[config.mk]
export PLATFORM = sky130hd
export DESIGN_NAME = apb_requester_bridge
export DESIGN_NICKNAME = d
export VERILOG_FILES = /design/src/rtl/apb_requester_bridge.sv
export SDC_FILE = /design/constraint.sdc
export NUM_CORES = 1
export LEC_CHECK = 0
export ABC_AREA = 1
export BUFFER_PORTS_ARGS = -buffer_cell sky130_fd_sc_hd__buf_4
export CORE_MARGIN = 2
export CORE_UTILIZATION = 47
export DETAILED_ROUTE_END_ITERATION = 10
export GPL_TIMING_DRIVEN = 0
export PLACE_DENSITY_LB_ADDON = 0.08
export SLEW_MARGIN = 30
export SYNTH_ARGS = -nofsm -noshare
export SYNTH_HDL_FRONTEND = slang
export SYNTH_SLANG_ARGS = --single-unit
[constraint.sdc]
create_clock -name clk_periph_100mhz -period 1.64 [get_ports clk_periph_100mhz]
set_input_delay 0.082 -clock clk_periph_100mhz [delete_from_list [all_inputs] [get_ports clk_periph_100mhz]]
set_output_delay 0.082 -clock clk_periph_100mhz [all_outputs]
set_load 0.05 [all_outputs]
[src/rtl/apb_requester_bridge.sv]
// APB requester: takes one read/write command at a time over valid/ready, runs the
// SETUP/ACCESS phases on the APB bus and returns data/error/timeout status over valid/ready.
//
// state  | meaning
// IDLE   | cmd_ready high, waiting for a command
// SETUP  | psel high, penable low, payload driven from the latched command
// ACCESS | psel and penable high, waiting for pready or the wait-state timeout
// RESP   | rsp_valid high, response held until rsp_ready
module apb_requester_bridge #(
    parameter int ADDR_W         = 32,
    parameter int DATA_W         = 32,
    parameter int TIMEOUT_CYCLES = 256
) (
    input  logic              clk_periph_100mhz,
    input  logic              rst_periph_domain_n_sync,
    input  logic              cmd_valid,
    output logic              cmd_ready,
    input  logic [ADDR_W-1:0] cmd_addr,
    input  logic              cmd_write,
    input  logic [DATA_W-1:0] cmd_wdata,
    output logic              rsp_valid,
    input  logic              rsp_ready,
    output logic [DATA_W-1:0] rsp_rdata,
    output logic              rsp_error,
    output logic              rsp_timeout,
    output logic [ADDR_W-1:0] apb_paddr,
    output logic              apb_psel,
    output logic              apb_penable,
    output logic              apb_pwrite,
    output logic [DATA_W-1:0] apb_pwdata,
    input  logic [DATA_W-1:0] apb_prdata,
    input  logic              apb_pready,
    input  logic              apb_pslverr,
    output logic              busy,
    output logic [15:0]       txn_count
);

    typedef enum logic [1:0] {IDLE, SETUP, ACCESS, RESP} state_t;

    localparam int   TO_LOAD = (TIMEOUT_CYCLES > 0) ? TIMEOUT_CYCLES - 1 : 0;
    localparam int   CNT_W   = (TIMEOUT_CYCLES > 1) ? $clog2(TIMEOUT_CYCLES) : 1;
    localparam logic TO_EN   = (TIMEOUT_CYCLES > 0);

    state_t           state;
    logic [CNT_W-1:0] wait_cnt;

    always_ff @(posedge clk_periph_100mhz) begin
        if (!rst_periph_domain_n_sync) begin
            state       <= IDLE;
            wait_cnt    <= '0;
            cmd_ready   <= 1'b1;
            rsp_valid   <= 1'b0;
            rsp_rdata   <= '0;
            rsp_error   <= 1'b0;
            rsp_timeout <= 1'b0;
            apb_paddr   <= '0;
            apb_psel    <= 1'b0;
            apb_penable <= 1'b0;
            apb_pwrite  <= 1'b0;
            apb_pwdata  <= '0;
            busy        <= 1'b0;
            txn_count   <= '0;
        end else begin
            case (state)
                IDLE: begin
                    // The APB payload registers double as the command latch.
                    if (cmd_valid) begin
                        apb_paddr  <= cmd_addr;
                        apb_pwrite <= cmd_write;
                        apb_pwdata <= cmd_wdata;
                        apb_psel   <= 1'b1;
                        cmd_ready  <= 1'b0;
                        busy       <= 1'b1;
                        state      <= SETUP;
                    end
                end
                SETUP: begin
                    apb_penable <= 1'b1;
                    wait_cnt    <= CNT_W'(TO_LOAD);
                    state       <= ACCESS;
                end
                ACCESS: begin
                    // pready is checked first so it wins over a timeout in the same cycle.
                    if (apb_pready) begin
                        apb_psel    <= 1'b0;
                        apb_penable <= 1'b0;
                        rsp_valid   <= 1'b1;
                        rsp_rdata   <= apb_pwrite ? '0 : apb_prdata;
                        rsp_error   <= apb_pslverr;
                        rsp_timeout <= 1'b0;
                        state       <= RESP;
                    end else if (TO_EN && wait_cnt == '0) begin
                        apb_psel    <= 1'b0;
                        apb_penable <= 1'b0;
                        rsp_valid   <= 1'b1;
                        rsp_rdata   <= '0;
                        rsp_error   <= 1'b1;
                        rsp_timeout <= 1'b1;
                        state       <= RESP;
                    end else begin
                        wait_cnt <= wait_cnt - 1'b1;
                    end
                end
                RESP: begin
                    if (rsp_ready) begin
                        rsp_valid <= 1'b0;
                        cmd_ready <= 1'b1;
                        busy      <= 1'b0;
                        txn_count <= txn_count + 16'd1;
                        state     <= IDLE;
                    end
                end
                default: state <= IDLE;
            endcase
        end
    end

endmodule

==> metrics, run 1 <==
Int Pwr between 8 and 9 mW; worst reg-to-reg setup slack around 0.10 ns; NetSw just over 6 mW; Setup TNS Final 0 ns; Fin Hold WS roughly 0.16 ns; most frequent cell after synthesis nor2_1; Total Nets Final ~1100; CTS Buffer Depth 2; CP delay by family, top simple AND/OR/NAND/NOR gates; sequential share of power around 30%; CP Launch Point wait_cnt[0]$_SDFFE_PN0P_; worst path cell trace inv_2 -> ha_1 -> inv_1 -> nor2_2 -> nand3_2 -> nand2_4 -> inv_2 -> buf_6 -> nand2_1 -> a21oi_1; Synthesized Nets just under 800; clk_lat worst skew 0.52 ns; Routed Antenna Nets 0; worst min path class in -> reg; Slew Limit Fails 0; Port Buf Inserts approximately 220; Initial DRC Count around 350; crit-path max cell delay a little over 0.3 ns; Num Clock Sinks 130; Avg WL per Cell 14.9 µm; initial antenna violation count 0; # diodes 0; DP Wirelength approximately 11 mm; Pleak between 3 and 4 nW; Logic pwr share between 40% and 50%; synth-to-layout area growth 69.3%; RSZ-0062 raised after global routing yes; max_cap viols 0; I/O pin total approximately 220; dominant cells by area after synthesis dfxtp_1 (52%), nor2_1 (12%), nand2_1 (9.5%); number of cells on the critical path 10; worst setup path class reg -> reg; Root Driver clkbuf_8; Final Hold Viols 0; crit path max fanout 10; Synth area leader dfxtp_1; Worst setup EP type register; Post-Syn Area 0.00501 mm²; die height around 110 µm; sequential share of the synthesized area 51.9%; CP arrival ~1.9 ns; Slowest-stage cell, CP dfxtp_1; Rel. slew slack between 60% and 70%; Setup violations, final 0; worst r2r src wait_cnt[0]$_SDFFE_PN0P_; die area between 0.01 and 0.015 mm²; largest net degree at the start of global routing 17; Tmin final roughly 1.5 ns; CTS buffer count 17; WP data required 2.01 ns; CTS tree built; maximum VDD drop between 0.001 and 0.0015 V; switch share about 43%; GP Congestion 0.802; part of the power in the clock network about 24%; Power Density 1700 mW/mm²; main flop type after synthesis dfxtp_1; layout cell share with drive strength beyond 1 29.8%; Reg-to-Reg End rsp_rdata[17]$_SDFFE_PN0P_; syn avg cell area between 7 and 8 µm²; Via density 5.04; outcome finished clean; H-tree lvl count 4; Design Area, Final about 0.0085 mm²; synth unique cells 30; gate count of the mapped netlist around 670; Post-synth top cells nor2_1 (156), dfxtp_1 (130), nand2_1 (127); Slew @ Worst Pin 0.525 ns; number of flops mapped to enable cells by yosys 0; final WL 17.2 mm; GR Overflow Total 0; DRC viols 0; Fmax approximately 0.65 GHz; FFs w/ async S/R, synth 0%; Fin Clk Skew 0.0111 ns; Worst Hold Depth 4; Clock transition at path regs 0.06 ns; DP Area roughly 0.0068 mm²; initial core utilization between 40% and 50%; post-synthesis register bit count between 100 and 150; WP buf/inv 4; Site Rows 37; DR pass1 iterations 5; Critical Path End rsp_rdata[17]$_SDFFE_PN0P_; FF-to-FF path depth 10; vias in the first global route 5902; startpoint types register; CORE AREA approximately 0.010 mm²; share of the synthesized area in the top cell type 51.9%; Final Non-Filler Cells between 1000 and 1500; first-pass GRT wire length ~27 mm; Synth Warn # 0; DP Cell Count between 1000 and 1500; die width 107 µm; crit-path most repeated cell inv_2; Total GRT Usage approximately 30%; Final Power 14.4 mW; crit share post-route approximately 94%; routed via count 5817
[registers in the layout (all words and copies together), names as in the netlist]
register and cells:
apb_paddr 32, apb_pwdata 32, rsp_rdata 32, txn_count 16
wait_cnt 8, state 2, apb_penable 1, apb_psel 1
apb_pwrite 1, busy 1, cmd_ready 1, rsp_error 1
rsp_timeout 1, rsp_valid 1
[worst min-delay path by stage]
stage                        startpoint                           to
3_3_place_gp               cmd_addr[22]   apb_paddr[22]$_SDFFE_PN0P_
6_report       rst_periph_domain_n_sync  apb_pwdata[15]$_SDFFE_PN0P_
4_1_cts        rst_periph_domain_n_sync  apb_pwdata[24]$_SDFFE_PN0P_
5_1_grt        rst_periph_domain_n_sync  apb_pwdata[10]$_SDFFE_PN0P_
2_1_floorplan             apb_prdata[0]    rsp_rdata[0]$_SDFFE_PN0P_
3_5_place_dp               cmd_wdata[5]   apb_pwdata[5]$_SDFFE_PN0P_
[power groups by stage]
stage / clock [mW] / combinational [mW] / sequential [mW]
6_report: 3.48 / 6.59 / 4.32
5_1_grt: 3.65 / 7.11 / 4.41
4_1_cts: 3.51 / 6.31 / 4.29
3_5_place_dp: 0 / 6.05 / 4.34
3_3_place_gp: 0 / 5.95 / 4.30
2_1_floorplan: 0 / 2.18 / 6.41
[stage by stage]
stage	utilization, %	worst slack [ns]
6_report	82.2	0.105
5_1_grt	82.2	-0.0174
4_1_cts	81.5	0.00162
3_5_place_dp	66.3	-0.0595
3_3_place_gp	66.3	0.00823
2_1_floorplan	-	0.00305
[worst min-delay path: stages]
cell	delay [ns]
buf_2	0.18
clkbuf_1	0.21
o21ai_0	0.11
nor2_1	0.04
[placed cells by master, fill, tap and decap left out, drive strengths merged]
| cell type | n |
|---|---|
| a21o | 1 |
| a21oi | 56 |
| and3 | 1 |
| buf | 232 |
| bufinv | 2 |
| clkbuf | 48 |
| clkinv | 5 |
| dfxtp | 130 |
| dlygate4sd3 | 101 |
| ha | 6 |
| inv | 31 |
| nand2 | 132 |
| nand3 | 16 |
| nand3b | 2 |
| nand4 | 3 |
| nor2 | 164 |
| nor3 | 4 |
| nor3b | 1 |
| o211ai | 1 |
| o21a | 2 |
| o21ai | 77 |
| or2 | 3 |
| xor2 | 1 |
[routing by layer]
metal	global-route usage [%]	wire length, µm	vias up
met2	53.8	8730	256
met1	31.1	6370	2672
li1	-	-	2823
met5	0	0	-
met3	9.93	1360	66
met4	16.4	729	0
[cell type report]
class,count,area [µm²]
Clock buffer,22,453
Inverter,31,116
Tap cell,136,170
Clock inverter,7,85.1
Fill cell,606,1840
Buffer,35,199
Multi-Input combinational cell,470,2170
Timing Repair Buffer,324,2690
Sequential cell,130,2610
[timing repair]
action / in CTS / in global routing
hold buffers: 101 / 0
resized for setup: 9 / 38
hold endpoints to repair: 103 / 0
gates cloned: 0 / 0
setup endpoints to repair: 69 / 108
buffers inserted: 0 / 2
pin swaps: 0 / 4
[cells by family after synthesis]
logic type	Yosys count	share of synthesized area (%)
simple gates	326	26.9
compound gates	137	13.9
flops	130	51.9
buf+inv	66	5.64
fa+ha+maj	6	1.50
xor+xnor	1	0.175
Note: power is estimated with default switching activity, not from simulation.
==> run 2, diff against run 1 <==
--- a/config.mk
+++ b/config.mk
@@ -11,7 +11,7 @@
 export CORE_UTILIZATION = 47
 export DETAILED_ROUTE_END_ITERATION = 10
 export GPL_TIMING_DRIVEN = 0
-export PLACE_DENSITY_LB_ADDON = 0.08
+export PLACE_DENSITY = 0.86
 export SLEW_MARGIN = 30
 export SYNTH_ARGS = -nofsm -noshare
 export SYNTH_HDL_FRONTEND = slang
==> metrics, run 2 (same netlist as run 1, synthesis figures left out) <==
outcome finished clean; Initial DRC Count 420 (+21%); final WL 19.1 mm (+11%); Avg WL per Cell 16.5 µm (+11%); Tmin final 1.59 ns (+0.0585 ns); I/O pin total 223 (unchanged); Top Registers apb_paddr (32), apb_pwdata (32), rsp_rdata (32); DR pass1 iterations 5 (unchanged); initial core utilization 48.6% (unchanged); Slew Limit Fails 0 (unchanged); commonest cells after routing, fill and taps aside buf_4 (226), nor2_1 (154), dfxtp_1 (127), nand2_1 (125), dlygate4sd3_1 (100); WP data required 2.06 ns (+0.05 ns); initial antenna violation count 0 (unchanged); CP arrival 2.02 ns (+0.12 ns); crit share post-route 97.2% (+3.6 points); layout cell share with drive strength beyond 1 30.1% (+0.23 points); Post CTS Setup Buffer Count 0 (unchanged); Design Area, Final 0.00856 mm² (+0.90%); clk_lat worst skew 0.51 ns (about the same); vias in the first global route 6048 (+2.5%); Port Buf Inserts 221 (unchanged); Fin Hold WS 0.0222 ns (-0.138 ns); Via density 5.19 (+3.0%); synth-to-layout area growth 70.8%; CORE AREA 0.0103 mm² (unchanged); worst setup path class reg -> reg; Fin Clk Skew 0.0129 ns (+0.00182 ns); RSZ-0062 raised after global routing yes; CTS buffer count 17 (unchanged); crit path max fanout 10 (unchanged); Total GRT Usage 32.4% (+2.2 points); Fillers 574 (-5.3%); die width 107 µm (unchanged); routed via count 5985 (+2.9%); Rel. slew slack 62.2% (-2.9 points); Place WS -0.0759 ns (-0.0163 ns); Root Driver clkbuf_8; Num Clock Sinks 130 (unchanged); startpoint types register; die height 107 µm (unchanged); Setup violations, final 0 (unchanged); Slowest-stage cell, CP dfxtp_1; first-pass GRT wire length 29.2 mm (+7.5%); maximum VDD drop 0.00146 V (+30%); Routed Antenna Nets 0 (unchanged); H-tree lvl count 4 (unchanged); GP Congestion 0.864 (+7.7%); Total Nets Final 1115 (-0.27%); # diodes 0 (unchanged); fin worst setup slack 0.0462 ns (-0.0585 ns); CTS Buffer Depth 2 (unchanged); Pleak 3.90 nW (+0.49%); max_cap viols 0 (unchanged); GR Overflow Total 0 (unchanged); commonest non-fill, non-tap cell in the layout buf_4; worst min path class in -> reg; Clock transition at path regs 0.06 ns (about the same); Slew @ Worst Pin 0.568 ns (+0.0429 ns); Final Hold Viols 0 (unchanged); Worst setup EP type register; Power Density 1770 mW/mm² (+4.4%); DP Wirelength 10.2 mm (-4.4%); crit-path max cell delay 0.32 ns (about the same); DRC viols 0 (unchanged); Fmax 0.627 GHz (-3.7%); CTS tree built; worst path cell trace inv_1 -> ha_2 -> nand2_4 -> nor2_4 -> buf_4 -> nand2_1 -> a21oi_1; Site Rows 37 (unchanged); post-layout util 82.9% (+0.74 points); DP Area 0.00684 mm² (unchanged); largest net degree at the start of global routing 17 (unchanged); die area 0.0115 mm² (unchanged)
[run 2: changes by cell type in the layout (fill, tap and decap cells not counted), moves of 2 or more]
cell	previous run	this run
bufinv_16	2	5
clkbuf_1	16	14
clkbuf_2	7	4
clkinv_2	5	1
clkinv_4	0	2
clkinvlp_4	0	2
inv_6	0	2
o21ai_0	68	63
o21ai_1	9	14
[run 2: worst max-delay path: cells and delay by family, from the launching register on]
kind | cells | cell delay (ns)
flops | 1 | 0.32
simple gates | 3 | 0.40
fa+ha+maj | 1 | 0.26
buf+inv | 2 | 0.32
compound gates | 1 | 0.21
[run 2: per-stage QoR]
step / cells / TNS, ns / power (mW)
after floorplan: 666 / 0 / 8.59
after global placement: 1023 / -0.0145 / 10.3
after detailed placement: 1023 / -1.19 / 10.4
after CTS: 1154 / 0 / 14.7
after global routing: 1154 / -0.0972 / 15.8
final: 1154 / 0 / 15.2
[run 2: report_power, final]
group          switching [mW]  internal (mW)  total, mW
Combinational            4.57           2.11       6.69
Sequential              0.470           3.89       4.36
Clock                    1.45           2.67       4.12
Total                    6.49           8.67       15.2
[run 2: timing repair]
item,CTS,global route
endpoints found under the setup margin,62,109
resized for setup,7,51
endpoints found under the hold margin,101,0
hold buffers,100,0
pin swaps,0,3
[run 2: final timing paths]
| kind | startpoint | to | slack [ns] | depth (start not counted) |
|---|---|---|---|---|
| setup / recovery | state[0]$_SDFFE_PN0P_ | rsp_rdata[18]$_SDFFE_PN0P_ | 0.05 | 7 |
| hold / removal | cmd_valid | state[1]$_SDFFE_PN0P_ | 0.02 | 6 |
| setup reg to reg | state[0]$_SDFFE_PN0P_ | rsp_rdata[18]$_SDFFE_PN0P_ | 0.05 | 7 |
| hold reg to reg | rsp_timeout$_SDFFE_PN0P_ | rsp_timeout$_SDFFE_PN0P_ | 0.45 | 2 |
[run 2: area by class of cell]
cell class	count	area, µm²	share of cell area [%]
plain buffers	35	204	2.38
clock buffers	19	432	5.04
clock inverters	12	205	2.40
inverters	31	116	1.36
multi-input cells	470	2170	25.3
flip-flops and latches	130	2610	30.4
well taps	136	170	1.99
repair buffers	321	2660	31.1
[run 2: layer usage]
metal	share of wire [%]	vias to the layer above	GRT usage [%]	wire length, µm
met1	36	2776	34.6	6820
met2	52	325	58.3	9860
met4	3.9	0	13.9	744
met5	0	-	0	0
met3	8.6	66	10.3	1650
li1	-	2818	-	-
